[src/rtl/seq_divider.sv]
// Sequential RV32M-style divider: restoring division, one quotient bit per cycle.
// Fixed latency of WIDTH+2 cycles from start acceptance to the done pulse.
module seq_divider #(
    parameter int WIDTH = 32
) (
    input  logic             clk,
    input  logic             rst,
    input  logic             start,
    input  logic [1:0]       op,
    input  logic [WIDTH-1:0] dividend,
    input  logic [WIDTH-1:0] divisor,
    output logic             busy,
    output logic             done,
    output logic [WIDTH-1:0] result,
    output logic [1:0]       fsm_state
);

    // Handshake: start is a request sampled only in IDLE; done is a one-cycle
    // valid pulse for result, which then holds until the next accepted start.

    typedef enum logic [1:0] {
        IDLE = 2'd0,
        CALC = 2'd1,
        FIX  = 2'd2,
        DONE = 2'd3
    } state_t;

    localparam int CW = $clog2(WIDTH + 1);
    localparam logic [CW-1:0]    LAST_BIT = CW'(WIDTH - 1);
    localparam logic [WIDTH-1:0] MIN_NEG  = {1'b1, {(WIDTH-1){1'b0}}};

    state_t           state_q, state_d;
    logic [1:0]       op_q;
    logic [WIDTH-1:0] orig_q;
    logic [WIDTH-1:0] quo_q;
    logic [WIDTH-1:0] rem_q;
    logic [WIDTH-1:0] dvs_q;
    logic [CW-1:0]    cnt_q;
    logic             neg_q_q;
    logic             neg_r_q;
    logic             div0_q;
    logic             ovf_q;
    logic [WIDTH-1:0] result_q;

    logic             is_signed;
    logic             dvd_neg;
    logic             dvs_neg;
    logic [WIDTH-1:0] dvd_abs;
    logic [WIDTH-1:0] dvs_abs;
    logic [WIDTH:0]   partial;
    logic [WIDTH:0]   diff;
    logic             qbit;
    logic [WIDTH-1:0] q_fix;
    logic [WIDTH-1:0] r_fix;
    logic [WIDTH-1:0] fix_result;

    always_ff @(posedge clk) begin
        if (!rst) state_q <= IDLE;
        else      state_q <= state_d;
    end

    always_comb begin
        state_d = state_q;
        case (state_q)
            IDLE:    if (start) state_d = CALC;
            CALC:    if (cnt_q == LAST_BIT) state_d = FIX;
            FIX:     state_d = DONE;
            DONE:    state_d = IDLE;
            default: state_d = IDLE;
        endcase
    end

    assign busy      = (state_q == CALC) || (state_q == FIX);
    assign done      = (state_q == DONE);
    assign result    = result_q;
    assign fsm_state = state_q;

    // op[0]=0 selects the signed variants (DIV/REM).
    assign is_signed = ~op[0];
    assign dvd_neg   = is_signed & dividend[WIDTH-1];
    assign dvs_neg   = is_signed & divisor[WIDTH-1];
    assign dvd_abs   = dvd_neg ? (~dividend + 1'b1) : dividend;
    assign dvs_abs   = dvs_neg ? (~divisor + 1'b1) : divisor;

    // Remainder stays below the divisor, so a WIDTH+1 bit difference cannot overflow.
    assign partial = {rem_q, quo_q[WIDTH-1]};
    assign diff    = partial - {1'b0, dvs_q};
    assign qbit    = ~diff[WIDTH];

    assign q_fix = neg_q_q ? (~quo_q + 1'b1) : quo_q;
    assign r_fix = neg_r_q ? (~rem_q + 1'b1) : rem_q;

    always_comb begin
        fix_result = op_q[1] ? r_fix : q_fix;
        if (div0_q)     fix_result = op_q[1] ? orig_q : {WIDTH{1'b1}};
        else if (ovf_q) fix_result = op_q[1] ? {WIDTH{1'b0}} : orig_q;
    end

    always_ff @(posedge clk) begin
        if (!rst) begin
            op_q     <= 2'b00;
            orig_q   <= '0;
            quo_q    <= '0;
            rem_q    <= '0;
            dvs_q    <= '0;
            cnt_q    <= '0;
            neg_q_q  <= 1'b0;
            neg_r_q  <= 1'b0;
            div0_q   <= 1'b0;
            ovf_q    <= 1'b0;
            result_q <= '0;
        end else begin
            case (state_q)
                IDLE: begin
                    if (start) begin
                        op_q    <= op;
                        orig_q  <= dividend;
                        quo_q   <= dvd_abs;
                        rem_q   <= '0;
                        dvs_q   <= dvs_abs;
                        cnt_q   <= '0;
                        neg_q_q <= dvd_neg ^ dvs_neg;
                        neg_r_q <= dvd_neg;
                        div0_q  <= (divisor == '0);
                        ovf_q   <= is_signed && (dividend == MIN_NEG) && (divisor == {WIDTH{1'b1}});
                    end
                end
                CALC: begin
                    // quo_q doubles as the dividend shift register: its MSB feeds the
                    // partial remainder while the new quotient bit enters at the LSB.
                    rem_q <= qbit ? diff[WIDTH-1:0] : partial[WIDTH-1:0];
                    quo_q <= {quo_q[WIDTH-2:0], qbit};
                    cnt_q <= cnt_q + 1'b1;
                end
                FIX: begin
                    result_q <= fix_result;
                end
                default: begin
                end
            endcase
        end
    end

endmodule

[config.mk]
export PLATFORM = sky130hd
export DESIGN_NAME = seq_divider
export DESIGN_NICKNAME = d
export VERILOG_FILES = /design/src/rtl/seq_divider.sv
export SDC_FILE = /design/constraint.sdc
export NUM_CORES = 1
export LEC_CHECK = 0
export CAP_MARGIN = 20
export CORE_MARGIN = 2
export CORE_UTILIZATION = 59
export DETAILED_ROUTE_END_ITERATION = 8
export PLACE_DENSITY = 0.87
export REMOVE_ABC_BUFFERS = 1
export SLEW_MARGIN = 40
export SYNTH_ARGS = -nofsm -noshare
export SYNTH_HDL_FRONTEND = slang
export SYNTH_SLANG_ARGS = --single-unit
export TNS_END_PERCENT = 10
[constraint.sdc]
create_clock -name clk -period 3.55 [get_ports clk]
set_clock_uncertainty 0.05 [all_clocks]
set_input_delay 0.71 -clock clk [delete_from_list [all_inputs] [get_ports clk]]
set_output_delay 0.71 -clock clk [all_outputs]
set_load 0.005 [all_outputs]
# After elaboration in Yosys (flattened, before gate mapping)
# Index checks and enable logic that the tools add are counted.
# totals
reg_bits	174
in_bits	69
word_cells	63
# op_classes
add_sub_neg	6
n_eq_ne	8
muxes	19
bitwise_logic	9
n_reduce_logical	9
# op_table
op	n
two-way mux 32 bit	12
adder 32 x 1 -> 32 bit, second input constant	4
NOT 32 bit	4
case mux 32 bit (2 select lines)	2
== test 32 bit, second input constant	2
subtractor 33 x 32 -> 33 bit	1
logical NOT 32 bit	1
case mux 6 bit (2 select lines)	1
case mux 2 bit (4 select lines)	1
adder 6 x 1 -> 6 bit, second input constant	1
== test 6 x 5 -> 1 bit, second input constant	1
two-way mux 6 bit	1
AND reduction 2 bit	3
== test 2 bit, second input constant	2
two-way mux 2 bit	2
!= test 2 bit, second input constant	2
bitwise AND 1 bit	2
== test 2 x 1 -> 1 bit, second input constant	1
logical AND 1 bit	2
logical NOT 2 bit	1
NOT 1 bit	2
nonzero test 2 bit	1
logical OR 1 bit	1
bitwise XOR 1 bit	1

# Logic depth before layout (Yosys ltp)
# Gate-level depths: netlist of the first run.
# depth
ltp_word	6
mapped_depth	15

# Least setup slack after synthesis of the first run
# No wires, ideal clock.
# synth_path
path_kind	reg2reg
from	register quo_q[31]
to	register rem_q[19]
t_arrival_ps	3030
required_time_ps	3372
slack_ps	341
stages_incl_launch_ff	16
n_path_buf	2
path_cell_list	dfxtp_1 > inv_1 > ha_1 > fa_1 > nand2b_1 > a21oi_1 > o21ai_0 > a211oi_1 > o31ai_1 > o21ai_1 > a31oi_1 > xor2_1 > buf_2 > buf_4 > mux2i_1 > o21ai_0
# synth_between
elab_chain_cells	3
# synth_lines
item	line	rtl
start, declared	35	logic [WIDTH-1:0] quo_q;
start signal, assigned	118	quo_q <= dvd_abs;
start signal, assigned	132	quo_q <= {quo_q[WIDTH-2:0], qbit};
subtractor 33 x 32 -> 33 bit	87	assign diff = partial - {1'b0, dvs_q};
two-way mux 32 bit	131	rem_q <= qbit ? diff[WIDTH-1:0] : partial[WIDTH-1:0];
case mux 32 bit (2 select lines)	113	case (state_q)
end signal, assigned	131	
end, declared	36	logic [WIDTH-1:0] rem_q;
# No other way between the ends.
# A chain may end at the register's enable or synchronous reset.

# Final worst setup path of the first run
# layout_path
from	register quo_q[31]
to	register rem_q[1]
# The elaborated chain is that of the path after synthesis.

==> flow_summary.toml, run 1 <==
[placement]
port_buffers = 104
post-dp-hpwl_um = 24500
place.gp.congestion = 0.957
dpl-instance-area_mm2 = 0.0132
post-place-ws_ns = -0.219

[die]
core_mm2 = 0.0188
io_pins = 105
die_w_um = 143
dieArea_mm2 = 0.0205
fp-row-count = 50
initial_utilization = 0.607
die_h_um = 143

[yosys]
synth-compound-area-share = 0.259
yosys.area_share.xor_xnor = 0.115
seq_area_frac_synth = 0.303
synthAdderAreaFrac = 0.0477
synth.mux.area_fraction = 0.0212
ys.flop_type = "dfxtp_1"
synth-seq-cells = 173
avgSynthCellArea_um2 = 7.42
synth.distinct_cells = 66
synth_cells = 1541
yosys-top-cells-area = "dfxtp_1, nand2_1, a21oi_1, o21ai_0, xor2_1"
synth_top_family_by_area = "compound AO/OA/AOI/OAI gates"
synth_area_leader_cell = "dfxtp_1"
synth_edf_count = 0
synthArstFlopShare = 0
synth_simple_gate_area_frac = 0.204
yosysWarnings = 0
synth.cell_area_mm2 = 0.0114
synth_top_area_frac = 0.303

[global_routing]
overflow = 0
track_usage = 0.338
antenna_found_initial = 0
grt_pass1_vias = 11400
grt_pass1_wl_um = 55500
grt_max_degree = 90

[layout]
final_core_util = 0.739
syn_to_final_growth_pct = 21.7
nets = 1791
final_common_cell = "nand2_1"
final_cell_mix = "nand2_1, dfxtp_1, a21oi_1"
layout-drive-gt1-share = 0.0987
design_area_mm2 = 0.0139
antennaDiodeCount = 0

[route]
drc = 0
vias = 12200
drtPass1Iterations = 6
antenna_left = 0
drt_iter0_drc = 1524
viasPerCell = 6.24
wl_per_cell_um = 17.7
drt_wl_total_um = 34500

[cts]
htree_levels = 4
clock-sinks = 173
cts_tree = "built"
clk_latency_ns = 0.44
holdBufCountCts = 0
root_buffer = "clkbuf_16"
cts_buffers = 17
clock_path_buffers = 2
path_clk_slew_ns = 0.07

[worst_setup_path]
critPathCaptureType = "register"
crit_type = "reg -> reg"
r2r_setup_slack_ns = 0.1
cp.arrival_ns = 3.75
start_kind = "register"
cp.required_ns = 3.85
crit_fanout = 5

[timing]
final_hold_viol_count = 0
period_needed_ns = 3.45
fin_ws_ns = 0.0990
setup_viol = 0
slew_headroom = 0.460
fmax_ghz = 0.290
post-route-period-util = 0.972
grt_setup_unrepaired = "yes"
setup_tns_ns = 0
tightest_slew_ns = 0.805
drv_slew = 0

[job]
drv_cap = 0

[power_and_ir_drop]
p_per_area_mw_per_mm2 = 622
p_leak_nw = 5.49
power_w = 0.00865
irDropWorstVdd_mv = 0.377

[status]
outcome = "complete, no violations"

[worst_hold_path]
min_path_type = "reg -> reg"
-- routing by layer --
layer / vias up / GRT usage / part of all wire
met5: - / 0 / 0
met4: 0 / 0.186 / 0.049
met3: 144 / 0.0480 / 0.090
met2: 685 / 0.546 / 0.45
met1: 5588 / 0.437 / 0.41
li1: 5755 / - / -
-- kinds of logic (layout without fill, tap and decap cells) --
logic type	Yosys count	in the layout
AND/OR/NAND/NOR	522	522
AO/OA/AOI/OAI	482	482
flip-flops	173	173
XOR/XNOR	150	151
buffers and inverters	147	297
adder cells (fa/ha/maj)	43	43
multiplexers	24	24
-- synthesized netlist by cell type (all sizes together) (4+ instances only) --
cell type / instances
a221oi: 19
inv: 54
nand3: 23
and2: 7
o41ai: 16
mux2i: 22
ha: 42
clkbuf: 81
xnor2: 72
a32oi: 6
nor2: 108
o31ai: 23
a311oi: 8
o21ai: 149
o22ai: 7
a22oi: 4
a31oi: 12
a211oi: 34
o211ai: 14
nand2: 255
a21oi: 158
nor4: 9
or3: 19
or2: 8
a21boi: 4
nand3b: 5
o21a: 5
buf: 10
dfxtp: 173
nand4: 16
or4: 17
nand2b: 15
nor2b: 6
nor3: 28
xor2: 78
a21o: 7
-- final timing paths --
check / startpoint / endpoint / cells after the start
setup / recovery: quo_q[31] / rem_q[1] / 14
hold / removal: dvs_q[31] / dvs_q[31] / 2
setup reg to reg: quo_q[31] / rem_q[1] / 14
hold reg to reg: dvs_q[31] / dvs_q[31] / 2
-- worst max-delay path, stage by stage, from the launching register on --
cell	delay (ns)
dfxtp_1	0.37
inv_1	0.09
ha_1	0.22
fa_1	0.39
nand2b_1	0.19
a21oi_2	0.17
o21ai_2	0.11
a211oi_2	0.28
o31ai_1	0.15
o21ai_2	0.22
a31oi_4	0.18
xor2_4	0.27
buf_4	0.16
mux2_2	0.32
o21ai_0	0.19
-- power by group --
group	internal, W	leakage (nW)	switching, W
clock	0.00109	0.278	0.000795
sequential	0.00238	1.41	0.000374
combinational	0.00164	3.80	0.00237
total	0.00511	5.49	0.00353
-- repair_timing --
action                                 4_1_cts  5_1_grt
gates resized for setup                      4        6
setup endpoints to repair                   30       34
endpoints found under the hold margin        0        0
pin swaps                                    2        3
cloned                                       1        0
setup buffers                                2        3
-- registers in the layout (all words and copies together), names as in the netlist --
name,cells
dvs_q,32
orig_q,32
quo_q,32
rem_q,32
result,32
cnt_q,6
fsm_state,2
div0_q,1
neg_q_q,1
neg_r_q,1
op_q,1
ovf_q,1
-- through the flow --
stage | cells | hold slack (ns)
detailed placement | 1914 | 0.399
CTS | 1949 | 0.408
floorplan | 1450 | 0.382
finish | 1952 | 0.406
global placement | 1914 | 0.392
global route | 1952 | 0.426
-- cell type report --
type,count,area (µm²)
Clock buffer,22,474
Clock inverter,10,114
Fill cell,1458,4920
Inverter,56,211
Multi-Input combinational cell,1222,7490
Sequential cell,173,3460
Tap cell,260,325
Timing Repair Buffer,209,1830
No activity file was read; power rests on OpenSTA's default activity.
==> inputs of run 2 (changes only) <==
--- a/config.mk
+++ b/config.mk
@@ -7,9 +7,9 @@
 export LEC_CHECK = 0
 export CAP_MARGIN = 20
 export CORE_MARGIN = 2
-export CORE_UTILIZATION = 59
+export CORE_UTILIZATION = 46
 export DETAILED_ROUTE_END_ITERATION = 8
-export PLACE_DENSITY = 0.87
+export PLACE_DENSITY = 0.71
 export REMOVE_ABC_BUFFERS = 1
 export SLEW_MARGIN = 40
 export SYNTH_ARGS = -nofsm -noshare
==> constraint.sdc (replaced) <==
create_clock -name clk -period 3.55 [get_ports clk]
set_clock_uncertainty 0.05 [all_clocks]
set_input_delay 1.065 -clock clk [delete_from_list [all_inputs] [get_ports clk]]
set_output_delay 1.065 -clock clk [all_outputs]
set_load 0.005 [all_outputs]
==> run 2 against run 1 <==
Compared with the run above:
- utilization decreased by 15 points
- routed wire length decreased by 1.6%
- global-route usage down 8.2 points
- final area is 2.7% higher
- sequential power hardly changed
- setup slack worse by 0.071 ns
- sequential cell count unchanged
- clock power rose by 6%
- cell count up 4.6%
- combinational power down 1%
- register-to-register slack improved by 0.11 ns
- critical path type is now in -> reg
==> flow_summary.toml, run 2 (synthesized netlist as in run 1, its figures left out) <==
[die]
die_w_um = 162
die_h_um = 162
io_pins = 105
core_mm2 = 0.0243
fp-row-count = 57
dieArea_mm2 = 0.0261
initial_utilization = 0.470

[route]
drt_wl_total_um = 34000
antenna_left = 0
drc = 0
vias = 11800
wl_per_cell_um = 16.7
drtPass1Iterations = 6
drt_iter0_drc = 1060
viasPerCell = 5.77

[layout]
final_core_util = 0.588
multi_input_area_mm2 = 0.00750
syn_to_final_growth_pct = 25.1
design_area_mm2 = 0.0143
register_area_mm2 = 0.00346
final_common_cell = "nand2_1"
antennaDiodeCount = 0
fill_cells = 2225
nets = 1817
layout-drive-gt1-share = 0.116
final_cell_mix = "nand2_1, dfxtp_1, a21oi_1"

[power_and_ir_drop]
irDropWorstVdd_mv = 0.328
combPwrFrac = 0.454
power.switching_w = 0.00348
p_clk_frac = 0.229
p_per_area_mw_per_mm2 = 609
p_sw_frac = 0.400
p_leak_nw = 5.67
power.internal_w = 0.00523
p_seq_frac = 0.317

[timing]
tightest_slew_ns = 0.867
period_needed_ns = 3.52
fmax_ghz = 0.284
grt_setup_unrepaired = "yes"
setup_viol = 0
final_hold_viol_count = 0
setup_tns_ns = 0
drv_slew = 0
post-route-period-util = 0.992
slew_headroom = 0.407

[worst_setup_path]
start_kind = "input port"
cp.arrival_ns = 3.83
worst-path-buf-inv = 2
cp.required_ns = 3.86
path_delay_family = "simple AND/OR/NAND/NOR gates"
crit_fanout = 4
crit_chain = "clkdlybuf4s50_1, or4_1, or3_4, nor3_1, nand3_1, buf_4, or4_1, a21oi_1"
critPathCaptureType = "register"
critPathSlowestCell = "or4_1"
crit_path_frequent_cell = "or4_1"
cpPeakStageDelay_ns = 0.59
crit_type = "in -> reg"

[cts]
cts_tree = "built"
clk_latency_ns = 0.43
clock-sinks = 173
cts_buffers = 17
path_clk_slew_ns = 0.06
holdBufCountCts = 0
root_buffer = "clkbuf_16"
htree_levels = 4
clock_path_buffers = 2

[status]
outcome = "complete, no violations"

[placement]
dpl-instance-area_mm2 = 0.0136
post-dp-hpwl_um = 25100
place.gp.congestion = 0.924
port_buffers = 104

[job]
drv_cap = 0

[global_routing]
grt_pass1_wl_um = 54500
track_usage = 0.257
overflow = 0
antenna_found_initial = 0
grt_pass1_vias = 10700
grt_max_degree = 90

[worst_hold_path]
min_path_type = "reg -> reg"
-- run 2: worst reg2reg max path, delay by kind of cell (launching register included) --
family,cells,cell delay [ns]
AO/OA/AOI/OAI,7,1.08
XOR/XNOR,1,0.28
AND/OR/NAND/NOR,2,0.26
flip-flops,1,0.36
adder cells (fa/ha/maj),2,0.56
buffers and inverters,5,0.65
-- run 2: worst paths after layout --
check	startpoint	slack (ns)	to	cells after the start
min	orig_q[31]	0.41	orig_q[31]	2
max	dividend[10]	0.03	ovf_q	8
min reg2reg	orig_q[31]	0.41	orig_q[31]	2
max reg2reg	quo_q[31]	0.21	rem_q[10]	17
-- run 2: per-layer routing --
| layer | wire [µm] | share of wire | global-route usage | vias up |
|---|---|---|---|---|
| met1 | 14800 | 0.43 | 0.344 | 5458 |
| met3 | 2360 | 0.069 | 0.0339 | 65 |
| met4 | 937 | 0.028 | 0.0961 | 0 |
| li1 | - | - | - | 5798 |
| met2 | 15900 | 0.47 | 0.421 | 462 |
| met5 | 0 | 0 | 0 | - |
-- run 2: power groups by stage --
stage	combinational, W	sequential (W)	clock (W)
after floorplan	0.00241	0.00273	0
after CTS	0.00392	0.00275	0.00201
after detailed placement	0.00387	0.00279	0
after global routing	0.00436	0.00282	0.00209
final	0.00396	0.00276	0.00199
after global placement	0.00380	0.00277	0
-- run 2: layout make-up --
cell class,instances,share of cell area
multi-input cells,1221,0.525
flip-flops and latches,173,0.242
repair buffers,236,0.147
clock buffers,20,0.0313
well taps,324,0.0284
inverters,56,0.0148
clock inverters,11,0.0117
-- run 2: stage by stage --
step                      total power, W  setup WS [ns]  instances  hold slack, ns
final                            0.00871         0.0278       2041           0.406
after global routing             0.00927        -0.0421       2041           0.421
after CTS                        0.00867         0.0437       2040           0.406
after detailed placement         0.00666         -0.380       2006           0.397
after global placement           0.00658         -0.393       2006           0.392
after floorplan                  0.00514          -1.26       1450           0.382
-- run 2: repair_timing --
| action | CTS | global route |
|---|---|---|
| resized for setup | 6 | 13 |
| setup endpoints to repair | 24 | 43 |
| endpoints found under the hold margin | 0 | 0 |
| gates cloned | 0 | 1 |
| buffers inserted | 3 | 0 |
| pin swaps | 2 | 5 |
==> inputs of run 3 (changes only) <==
--- a/config.mk
+++ b/config.mk
@@ -8,9 +8,9 @@
 export CAP_MARGIN = 20
 export CORE_MARGIN = 2
 export CORE_UTILIZATION = 46
+export CTS_CLUSTER_SIZE = 8
 export DETAILED_ROUTE_END_ITERATION = 8
 export PLACE_DENSITY = 0.71
-export REMOVE_ABC_BUFFERS = 1
 export SLEW_MARGIN = 40
 export SYNTH_ARGS = -nofsm -noshare
 export SYNTH_HDL_FRONTEND = slang
==> run 3 against run 2 <==
Compared with the run above:
- final area rose by 0.85%
- fmax increased by 2.7%
- critical path depth rose by 4
- global-route usage rose by 1.6 points
- sequential share of layout area is 0.21 points lower
- first-iteration DRC count down 1.7%
- critical endpoint is now quo_q[31]
- sequential cell count stayed put
- total power barely moved
- register-to-register slack worse by 0.02 ns
- clock-buffer cell count decreased by 1
==> flow_summary.toml, run 3 (synthesized netlist as in run 1, its figures left out) <==
[layout]
design_area_mm2 = 0.0144
layout-drive-gt1-share = 0.127
final_common_cell = "nand2_1"
nets = 1838
final_cell_mix = "nand2_1, dfxtp_1, a21oi_1"
antennaDiodeCount = 0
syn_to_final_growth_pct = 26.1

[worst_setup_path]
cp.required_ns = 3.85
r2r_start = "quo_q[31]"
crit_fanout = 3
crit_chain = "clkdlybuf4s50_1, or4_1, or3_4, nor3_2, and2_1, nand2_1, buf_4, nor3_2, o21ai_0, o21ai_1, o21ai_0, nor2_1"
worst-path-buf-inv = 2
crit_type = "in -> reg"
path_delay_family = "simple AND/OR/NAND/NOR gates"
cp-startpoint = "dividend[10]"
r2r_setup_slack_ns = 0.19
cpPeakStageDelay_ns = 0.55
cp.arrival_ns = 3.72
critPathCaptureType = "register"
critPathSlowestCell = "or4_1"
start_kind = "input port"

[global_routing]
track_usage = 0.273
grt_pass1_vias = 11300
grt_max_degree = 108
overflow = 0
antenna_found_initial = 0
grt_pass1_wl_um = 57300

[timing]
post-route-period-util = 0.966
period_needed_ns = 3.43
slew_headroom = 0.541
drv_slew = 0
tightest_slew_ns = 0.687
grt_setup_unrepaired = "yes"
fmax_ghz = 0.292
setup_tns_ns = 0
fin_ws_ns = 0.122
setup_viol = 0
final_hold_viol_count = 0

[die]
die_h_um = 162
core_mm2 = 0.0243
die_w_um = 162
fp-row-count = 57
initial_utilization = 0.470
dieArea_mm2 = 0.0261
io_pins = 105

[route]
drc = 0
antenna_left = 0
viasPerCell = 5.81
vias = 12000
drt_wl_total_um = 36100
wl_per_cell_um = 17.5
drt_iter0_drc = 1042
drtPass1Iterations = 5

[placement]
dpl-instance-area_mm2 = 0.0137
port_buffers = 104
post-place-ws_ns = -0.546
place.gp.congestion = 0.930
post-dp-hpwl_um = 26700

[cts]
clk_latency_ns = 0.44
cts_buffers = 17
clock_path_buffers = 2
path_clk_slew_ns = 0.07
htree_levels = 4
cts_tree = "built"
holdBufCountCts = 0
clock-sinks = 173
root_buffer = "clkbuf_16"

[power_and_ir_drop]
power_w = 0.00871
power.switching_w = 0.00363
p_seq_frac = 0.320
power.internal_w = 0.00508
p_sw_frac = 0.417
p_clk_frac = 0.213
p_per_area_mw_per_mm2 = 604
p_leak_nw = 5.76
irDropWorstVdd_mv = 0.500
combPwrFrac = 0.467

[worst_hold_path]
min_from = "dvs_q[31]"
min_path_type = "reg -> reg"

[yosys]
synthesis.nets = 1653

[status]
outcome = "complete, no violations"

[job]
drv_cap = 0
-- run 3: cell type report --
class	count	area, µm²
Tap cell	324	405
Timing Repair Buffer	256	2220
Inverter	56	211
Fill cell	2258	9910
Multi-Input combinational cell	1222	7540
Clock inverter	13	128
Clock buffer	19	443
Sequential cell	173	3460
-- run 3: power groups by stage --
stage | logic [W] | clock network (W) | registers [W]
after global placement | 0.00385 | 0 | 0.00280
after detailed placement | 0.00392 | 0 | 0.00281
after CTS | 0.00399 | 0.00187 | 0.00277
after global routing | 0.00448 | 0.00195 | 0.00283
after floorplan | 0.00255 | 0 | 0.00270
final | 0.00406 | 0.00185 | 0.00279
-- run 3: worst reg2reg max path, cell delays in order (launching register included) --
cell,delay (ns)
dfxtp_1,0.33
inv_1,0.05
ha_1,0.22
fa_2,0.34
nand2b_4,0.16
a21oi_4,0.15
o21ai_2,0.10
a211oi_2,0.18
buf_4,0.15
o31ai_1,0.10
o21ai_2,0.23
a31oi_4,0.12
buf_12,0.16
xor2_4,0.20
buf_4,0.19
or4_1,0.51
nand2_1,0.07
-- run 3: metrics by stage --
stage,util,std cells,hold slack (ns)
2_1_floorplan,-,1541,0.382
3_3_place_gp,0.561,2024,0.395
3_5_place_dp,0.562,2024,0.398
4_1_cts,0.589,2061,0.407
5_1_grt,0.593,2063,0.419
6_report,0.593,2063,0.405
-- run 3: routing by layer --
layer / track usage / part of all wire / wire length (µm) / vias up
met5: 0 / 0 / 0 / -
met3: 0.0457 / 0.075 / 2690 / 64
met1: 0.369 / 0.44 / 15900 / 5587
li1: - / - / - / 5857
met2: 0.441 / 0.46 / 16500 / 469
met4: 0.0965 / 0.026 / 948 / 0
-- run 3: worst paths after layout --
kind          endpoint  cells past startpoint
max          quo_q[31]                     12
min          dvs_q[31]                      2
max reg2reg  rem_q[23]                     16
min reg2reg  dvs_q[31]                      2
-- run 3: timing repair --
action | 4_1_cts | 5_1_grt
gates cloned | 1 | 0
buffers inserted | 4 | 2
resized for setup | 8 | 10
pin swaps | 6 | 5
setup endpoints to repair | 33 | 43
